`src/rtl/host_param_bridge.sv`:
```
// host_param_bridge
//   Host-side register front end for ram_control's write port. The host
//   stages a symbol index, a parameter word and byte enables through 32-bit
//   register writes. A COMMIT write pushes the staged entry into a small FIFO.
//   A drain FSM then presents the FIFO head on hpb_wr_* and holds hpb_wr_req
//   until ram_control grants it with rcb_wr_done. The FIFO decouples the host
//   from the feed path, so host bursts never wait on arbitration.
//
// Ports
//   clk           clock
//   reset_n       synchronous, active-low reset
//   host_wr       host register write strobe
//   host_rd       host register read strobe
//   host_addr     register index (0..7)
//   host_wr_data  host write data
//   host_rd_data  registered read data
//   hpb_wr_addr   symbol index of FIFO head (0 when empty)
//   hpb_wr_data   parameter word of FIFO head (0 when empty)
//   hpb_wr_en     byte enables, only non-zero in the granted cycle
//   hpb_wr_req    registered write request
//   rcb_wr_done   same-cycle grant from ram_control
//   hpb_busy      FIFO non-empty or drain FSM not idle

module host_param_bridge #(
  parameter int HPB_RAM_WIDTH   = 64,
  parameter int HPB_FIFO_DEPTH  = 4,
  parameter int HPB_STALL_LIMIT = 100
) (
  input  logic                       clk,
  input  logic                       reset_n,
  input  logic                       host_wr,
  input  logic                       host_rd,
  input  logic [2:0]                 host_addr,
  input  logic [31:0]                host_wr_data,
  output logic [31:0]                host_rd_data,
  output logic [13:0]                hpb_wr_addr,
  output logic [HPB_RAM_WIDTH-1:0]   hpb_wr_data,
  output logic [HPB_RAM_WIDTH/8-1:0] hpb_wr_en,
  output logic                       hpb_wr_req,
  input  logic                       rcb_wr_done,
  output logic                       hpb_busy
);

  localparam int W  = HPB_RAM_WIDTH;
  localparam int BW = HPB_RAM_WIDTH / 8;
  localparam int PW = $clog2(HPB_FIFO_DEPTH);
  localparam int LW = $clog2(HPB_FIFO_DEPTH + 1);

  typedef enum logic [1:0] {IDLE, REQ, GAP} state_t;

  state_t          state;
  logic [13:0]     sym_addr_q;
  logic [W-1:0]    data_q;
  logic [BW-1:0]   be_q;
  logic [PW-1:0]   wr_ptr;
  logic [PW-1:0]   rd_ptr;
  logic [LW-1:0]   level;
  logic            ovf_q;
  logic            stall_q;
  logic [6:0]      stall_cnt;

  logic [13:0]     fifo_addr [HPB_FIFO_DEPTH];
  logic [W-1:0]    fifo_data [HPB_FIFO_DEPTH];
  logic [BW-1:0]   fifo_en   [HPB_FIFO_DEPTH];

  logic            wr_sym, wr_lo, wr_hi, wr_be, commit, status_wr;
  logic            full, head_valid, push, pop;
  logic [63:0]     data_ext, data_lo_next, data_hi_next;
  logic [6:0]      stall_inc;
  logic [31:0]     status_word;

  assign wr_sym    = host_wr && (host_addr == 3'd0);
  assign wr_lo     = host_wr && (host_addr == 3'd1);
  assign wr_hi     = host_wr && (host_addr == 3'd2);
  assign wr_be     = host_wr && (host_addr == 3'd3);
  assign commit    = host_wr && (host_addr == 3'd4);
  assign status_wr = host_wr && (host_addr == 3'd5);

  assign full       = (level == LW'(HPB_FIFO_DEPTH));
  assign head_valid = (level != '0);
  // A full FIFO drops the commit even if a pop frees a slot in the same cycle.
  assign push       = commit && !full;
  assign pop        = hpb_wr_req && rcb_wr_done;

  // The staged word is handled as 64 bits so the DATA_LO/DATA_HI halves map
  // the same way for every width; bits at or above W simply fall off.
  assign data_ext     = 64'(data_q);
  assign data_lo_next = {data_ext[63:32], host_wr_data};
  assign data_hi_next = {host_wr_data, data_ext[31:0]};

  assign stall_inc = (stall_cnt == 7'h7F) ? stall_cnt : stall_cnt + 7'd1;

  assign hpb_busy    = head_valid || (state != IDLE);
  assign status_word = {23'd0, 5'(level), stall_q, ovf_q, full, hpb_busy};

  assign hpb_wr_addr = head_valid ? fifo_addr[rd_ptr] : 14'd0;
  assign hpb_wr_data = head_valid ? fifo_data[rd_ptr] : '0;
  // Enables only appear in the granted cycle so feed-path reads never write.
  assign hpb_wr_en   = (head_valid ? fifo_en[rd_ptr] : '0) & {BW{pop}};

  // Staging registers hold their values across commits.
  always_ff @(posedge clk) begin
    if (!reset_n) begin
      sym_addr_q <= 14'd0;
      data_q     <= '0;
      be_q       <= '0;
    end else begin
      if (wr_sym) sym_addr_q <= host_wr_data[13:0];
      if (wr_lo)  data_q     <= data_lo_next[W-1:0];
      if (wr_hi)  data_q     <= data_hi_next[W-1:0];
      if (wr_be)  be_q       <= host_wr_data[BW-1:0];
    end
  end

  // FIFO storage needs no reset; the head is masked by head_valid.
  always_ff @(posedge clk) begin
    if (push) begin
      fifo_addr[wr_ptr] <= sym_addr_q;
      fifo_data[wr_ptr] <= data_q;
      fifo_en[wr_ptr]   <= be_q;
    end
  end

  // Pointers, level and the overflow sticky (set wins over a clear).
  always_ff @(posedge clk) begin
    if (!reset_n) begin
      wr_ptr <= '0;
      rd_ptr <= '0;
      level  <= '0;
      ovf_q  <= 1'b0;
    end else begin
      if (push) wr_ptr <= wr_ptr + PW'(1);
      if (pop)  rd_ptr <= rd_ptr + PW'(1);
      if (push && !pop)      level <= level + LW'(1);
      else if (pop && !push) level <= level - LW'(1);
      if (commit && full)                        ovf_q <= 1'b1;
      else if (status_wr && host_wr_data[2])     ovf_q <= 1'b0;
    end
  end

  // Drain FSM with the stall counter and stall sticky. GAP enforces the one
  // idle request cycle that ram_control's ignore logic depends on.
  always_ff @(posedge clk) begin
    if (!reset_n) begin
      state      <= IDLE;
      hpb_wr_req <= 1'b0;
      stall_cnt  <= 7'd0;
      stall_q    <= 1'b0;
    end else begin
      if (status_wr && host_wr_data[3]) stall_q <= 1'b0;
      case (state)
        IDLE: begin
          stall_cnt <= 7'd0;
          if (head_valid) begin
            state      <= REQ;
            hpb_wr_req <= 1'b1;
          end
        end
        REQ: begin
          stall_cnt <= rcb_wr_done ? 7'd0 : stall_inc;
          if (stall_inc == 7'(HPB_STALL_LIMIT)) stall_q <= 1'b1;
          if (rcb_wr_done) begin
            state      <= GAP;
            hpb_wr_req <= 1'b0;
          end
        end
        GAP: begin
          stall_cnt <= 7'd0;
          state     <= IDLE;
        end
        default: begin
          state      <= IDLE;
          hpb_wr_req <= 1'b0;
        end
      endcase
    end
  end

  // Registered read port; holds its value when host_rd is low.
  always_ff @(posedge clk) begin
    if (!reset_n) begin
      host_rd_data <= 32'd0;
    end else if (host_rd) begin
      case (host_addr)
        3'd0:    host_rd_data <= {18'd0, sym_addr_q};
        3'd1:    host_rd_data <= data_ext[31:0];
        3'd2:    host_rd_data <= data_ext[63:32];
        3'd3:    host_rd_data <= 32'(be_q);
        3'd5:    host_rd_data <= status_word;
        default: host_rd_data <= 32'd0;
      endcase
    end
  end

endmodule

```
`config.mk`:
```
export PLATFORM = sky130hd
export DESIGN_NAME = host_param_bridge
export DESIGN_NICKNAME = d
export VERILOG_FILES = /design/src/rtl/host_param_bridge.sv
export SDC_FILE = /design/constraint.sdc
export NUM_CORES = 1
export LEC_CHECK = 0
export ABC_AREA = 1
export BUFFER_PORTS_ARGS = -buffer_cell sky130_fd_sc_hd__clkbuf_2
export CAP_MARGIN = 20
export CELL_PAD_IN_SITES_DETAIL_PLACEMENT = 0
export CELL_PAD_IN_SITES_GLOBAL_PLACEMENT = 1
export CORE_UTILIZATION = 40
export CTS_CLUSTER_DIAMETER = 50
export DETAILED_ROUTE_END_ITERATION = 6
export PLACE_DENSITY_LB_ADDON = 0.12
export SYNTH_ARGS = -nofsm -noshare
export SYNTH_HDL_FRONTEND = slang
export SYNTH_SLANG_ARGS = --single-unit
```
`constraint.sdc`:
```
create_clock -name clk -period 10.25 [get_ports clk]
set_clock_uncertainty 0.05 [all_clocks]
set_input_delay 0.5125 -clock clk [delete_from_list [all_inputs] [get_ports clk]]
set_output_delay 0.5125 -clock clk [all_outputs]
set_load 0.02 [all_outputs]
```
Yosys cells after proc, flatten, opt, wreduce, memory -nomap -nowiden
Memory sizes are Yosys's and may differ from the RTL's. A register that Yosys moved wholly into a read port is not among the register bits. Index checks and enable logic that the tools add are counted.

Bits in registers: 137. Bits in writable memories: 344. Input bits: 40. Output and inout bits: 120. Word-level logic and storage cells: 94. Memories: 3.

Add/sub/neg operators: 5. Equal/unequal tests: 12. Muxes and demuxes: 30. Bitwise gates (word level): 3. Reduce and logical (&&, ||, !) cells: 28.

Memories: fifo_data (depth 4, width 64, rd ports 1, clocked after memory_dff 1, wr ports 1, line 63) `logic [W-1:0] fifo_data [HPB_FIFO_DEPTH];`; fifo_addr (depth 4, width 14, rd ports 1, clocked after memory_dff 1, wr ports 1, line 62) `logic [13:0] fifo_addr [HPB_FIFO_DEPTH];`; fifo_en (depth 4, width 8, rd ports 1, clocked after memory_dff 1, wr ports 1, line 64) `logic [BW-1:0] fifo_en [HPB_FIFO_DEPTH];`.

Operators by type and width (number): case mux 32 bit (5 select lines) (1); two-way mux 64 bit (2); two-way mux 32 bit (1); two-way mux 2 bit (8); == test 7 bit (second input constant) (2); two-way mux 14 bit (1); two-way mux 7 bit (2); case mux 7 bit (2 select lines) (1); logical AND 1 bit (13); == test 3 bit (second input constant) (3); two-way mux 1 bit (9); AND 8 bit (1); two-way mux 8 bit (1); nonzero test 2 bit (4); adder 7 x 1 -> 7 bit (second input constant) (1); == test 3 x 2 -> 1 bit (second input constant) (2); two-way mux 3 bit (2); adder 2 x 1 -> 2 bit (second input constant) (2); inequality test 2 bit (second input constant) (2); case mux 2 bit (2 select lines) (1); AND reduction 2 bit (2); adder 3 x 1 -> 3 bit (second input constant) (1); == test 3 x 1 -> 1 bit (second input constant) (1); zero test 1 bit (3); other kinds (11) (12).

Logic depth before layout (Yosys ltp)
Depth in word-level cells: 7. Mapped depth: 11. Mapped depth without buffers: 11.

Least setup slack after synthesis
OpenSTA, ideal clock, no wires.

Path type: input to register. From: input port host_wr. To: memory fifo_addr[0][0] (enable). Setup time: 0.531 ns. Arrival: 4.766 ns. Data required time: 9.669 ns. Slack: 4.903 ns. Stages: 5. Buffers on the path: 1. Cell sequence: clkbuf_1 nand3_1 nor2_1 inv_1 nor2_1.

Word-level cells in the longest chain between the ends: 4.

RTL lines: start, declared (line 31) `input logic host_wr,`; logical AND 1 bit (line 76) `assign commit = host_wr && (host_addr == 3'd4);`; logical AND 1 bit (line 82) `assign push = commit && !full;`; via push (line 67) `logic full, head_valid, push, pop;`; two-way mux 1 bit (line 117) `if (push) begin`; two-way mux 1 bit (implied by the code) (line 118) `fifo_addr[wr_ptr] <= sym_addr_q;`; end, declared (line 62).

The timed path passes the listed nets, and every way through them passes these cells.

==> metrics.md <==
| Metric | Value |
|---|---|
| Status | completed |
| Worst Hold Class | in2reg |
| Wire per inst | 20.2 microns |
| Sequential share of the synthesized area | 0.694 |
| PortBufs | 159 |
| Core Util, Final | 0.476 |
| Clk network pwr share | 0.401 |
| Post-Syn Area | 0.0189 sq mm |
| Cts hold-fix bufs | 0 |
| Top_reg_cell synth | edfxtp_1 |
| Worst-path cell chain | buf_4 > buf_4 > nor2_1 > nor2_1 > o21ai_0 > a21oi_1 > clkbuf_2 |
| Vias per std cell | 5.13 |
| Logic pwr share | 0.175 |
| Clock root cell | clkbuf_16 |
| Initial antenna violation count | 0 |
| Reg-to-reg startpoint | level[1] |
| Hold-critical path depth | 3 |
| Synthesis-stage register bit count | 483 |
| Crit path required time | 9.69 ns |
| # clock sinks | 483 |
| Slowest-stage cell, CP | buf_4 |
| Hold-critical path endpoint | data_ext[47] |
| CTS tree | yes |
| Most frequent cells in the layout | nor2_1, edfxtp_1, o21ai_0 |
| Slew HR | 0.279 |
| Leading area contributor after synthesis | edfxtp_1 |
| Endpoint class of the critical path | primary output |
| First-pass GRT wire length | 77400 microns |
| Clock Tree Buf Depth | 3 |
| Synth unique cells | 36 |
| I/O pin cnt | 160 |
| Largest net degree at the start of global routing | 115 |
| Setup CP Type | reg2out |
| Die height | 219 microns |
| Register share of total power | 0.424 |
| Max-Cap Viols | 0 |
| Clock transition at path regs | 0.06 ns |
| Post-synth EDFFs | 344 |
| Slew Limit Fails | 0 |
| First DRT Iteration DRCs | 795 |
| Fill cells | 4291 |
| H-tree depth | 2 |
| Pwr per Cell Area | 229 mW/mm^2 |
| Ranking of synthesized cells by area | edfxtp_1, dfxtp_1, nor2_1, o21ai_0, a21oi_1 |
| Worst-path maximum fanout | 71 |
| Min cycle time layout | 3.62 ns |
| Avg Cell Area, Syn | 10.6 sq um |
| Setup-failing EPs final | 0 |
| Max IR drop VDD | 0.000158 V |
| Total GRT Usage | 0.216 |
| Slew @ Worst Pin | 1.08 ns |
| Yosys warnings | 0 |
| RSZ-0062 raised after global routing | no |
| Leak | 7.98 nW |
| # diodes | 0 |
| Hold slack | 0.135 ns |
| RR Endpoint | fifo_addr[2][9] |
| Gate Count Post-Synth | 1777 |
| Net count after synthesis | 1824 |
| Die footprint | 0.0481 sq mm |
| Final Hold Fails | 0 |
| Startpoint types | register |
| Pint | 3.58 mW |
| Nets | 1955 |
| Area Overhead vs Synth | 17.2% |
| Psw | 1.49 mW |
| TritonCTS buffer count | 56 |
| Initial Util | 0.406 |
| GRT overflow | 0 |
| Yosys top cell area share | 0.546 |
| Antenna-violating nets left | 0 |
| Setup Buffers After CTS | 0 |
| RePlAce Congestion | 0.782 |
| Reg2Reg Setup Slack | 6.98 ns |
| DRC viols | 0 |
| Setup tns final | 0 ns |
| DPL Wire Length | 31400 microns |
| Insertion delay to the later sink of the worst-skew pair | 0.59 ns |
| # rows | 79 |
| Worst Hold Launch | host_wr_data[15] |
| Worst Reg-to-Reg Cells | 8 |
| Layout cell share with drive strength beyond 1 | 0.149 |
| Pre-antenna DRT Iters | 5 |
| Die Span X | 219 microns |
| Vias in the first global route | 12400 |
| Most common cell after layout, fill and taps aside | nor2_1 |
| Worst path max stage delay | 0.73 ns |
| CP Data Arrival Time | 3.05 ns |
| Period utilisation layout | 0.353 |
| Post-cts gate resize count | 0 |
| CORE AREA | 0.0466 sq mm |
| Sw frac | 0.294 |
| Ys async rst share | 0 |
| Final WL | 51700 microns |
| Routed via count | 13100 |
| Fmax | 277 MHz |
[critical path: cells and delay by family (launching register included)]
kind | cells | cell delay [ns]
flip-flops | 1 | 0.36
AND/OR/NAND/NOR | 2 | 0.22
buffers and inverters | 3 | 1.42
AO/OA/AOI/OAI | 2 | 0.42
[stage by stage]
| stage | std cells | setup WS [ns] | area (sq um) | total power, mW |
|---|---|---|---|---|
| CTS | 2560 | 6.48 | 22100 | 5.13 |
| detailed placement | 2456 | 6.66 | 20200 | 3.09 |
| global placement | 2455 | 6.71 | 20200 | 3.09 |
| finish | 2561 | 6.63 | 22200 | 5.08 |
| floorplan | 1777 | 4.90 | 18900 | 2.73 |
| global route | 2561 | 6.39 | 22200 | 5.28 |
[cell families after synthesis]
group	share of synthesized area
AO/OA/AOI/OAI	0.133
XOR/XNOR	0.00139
adder cells (fa/ha/maj)	0.00503
buffers and inverters	0.0408
flip-flops	0.694
AND/OR/NAND/NOR	0.126
[final cells by class]
| type | instances | area [sq um] | share of cell area |
|---|---|---|---|
| Tap cell | 607 | 759 | 0.0343 |
| Sequential cell | 483 | 13100 | 0.592 |
| Timing Repair Buffer | 178 | 978 | 0.0442 |
| Multi-Input combinational cell | 1108 | 5060 | 0.228 |
| Clock buffer | 80 | 1680 | 0.0757 |
| Clock inverter | 24 | 258 | 0.0116 |
| Inverter | 81 | 312 | 0.0141 |
[synth_stat cells (6+ instances only)]
cell type,instances
buf_2,20
o211ai_1,10
inv_1,74
nor2_1,433
o21ai_1,20
ha_1,6
nand3_1,23
o21ai_0,251
o22ai_1,15
clkbuf_1,61
a21oi_1,185
edfxtp_1,344
inv_2,6
buf_1,16
nand2_1,141
dfxtp_1,139
[flip-flops by register name (all words and copies together) (netlist names), named ones only]
signal	count
be_q	8
data_ext	64
fifo_addr	56
fifo_data	256
fifo_en	32
host_rd_data	32
hpb_wr_req	1
level	3
ovf_q	1
rd_ptr	2
stall_cnt	7
stall_q	1
state	2
sym_addr_q	14
wr_ptr	2
[power by group through the flow]
stage	clock network [mW]	logic, mW	registers [mW]
final	2.04	0.887	2.15
after global routing	2.15	0.969	2.16
after CTS	2.08	0.899	2.15
after detailed placement	0	0.897	2.20
after global placement	0	0.895	2.19
after floorplan	0	0.547	2.18
[worst max-delay path by stage]
stage                       startpoint               end  slack, ns  cells past startpoint
after detailed placement  host_addr[1]      data_ext[31]       6.66                      9
final                         register   hpb_wr_data[50]       6.63                      7
after floorplan                host_wr   fifo_addr[0][0]       4.90                      5
after global routing          register   hpb_wr_addr[13]       6.39                      7
after CTS                     register   hpb_wr_addr[13]       6.48                      7
after global placement    host_addr[0]  fifo_addr[2][11]       6.71                      8
[metal layers]
metal	wire (microns)	vias to the layer above	share of wire	track usage
li1	-	6413	-	-
met1	23200	6366	0.45	0.293
met2	25300	306	0.49	0.362
met3	2230	55	0.043	0.0295
met4	931	0	0.018	0.0581
met5	0	-	0	0
Note: power is estimated with default switching activity, not from simulation.
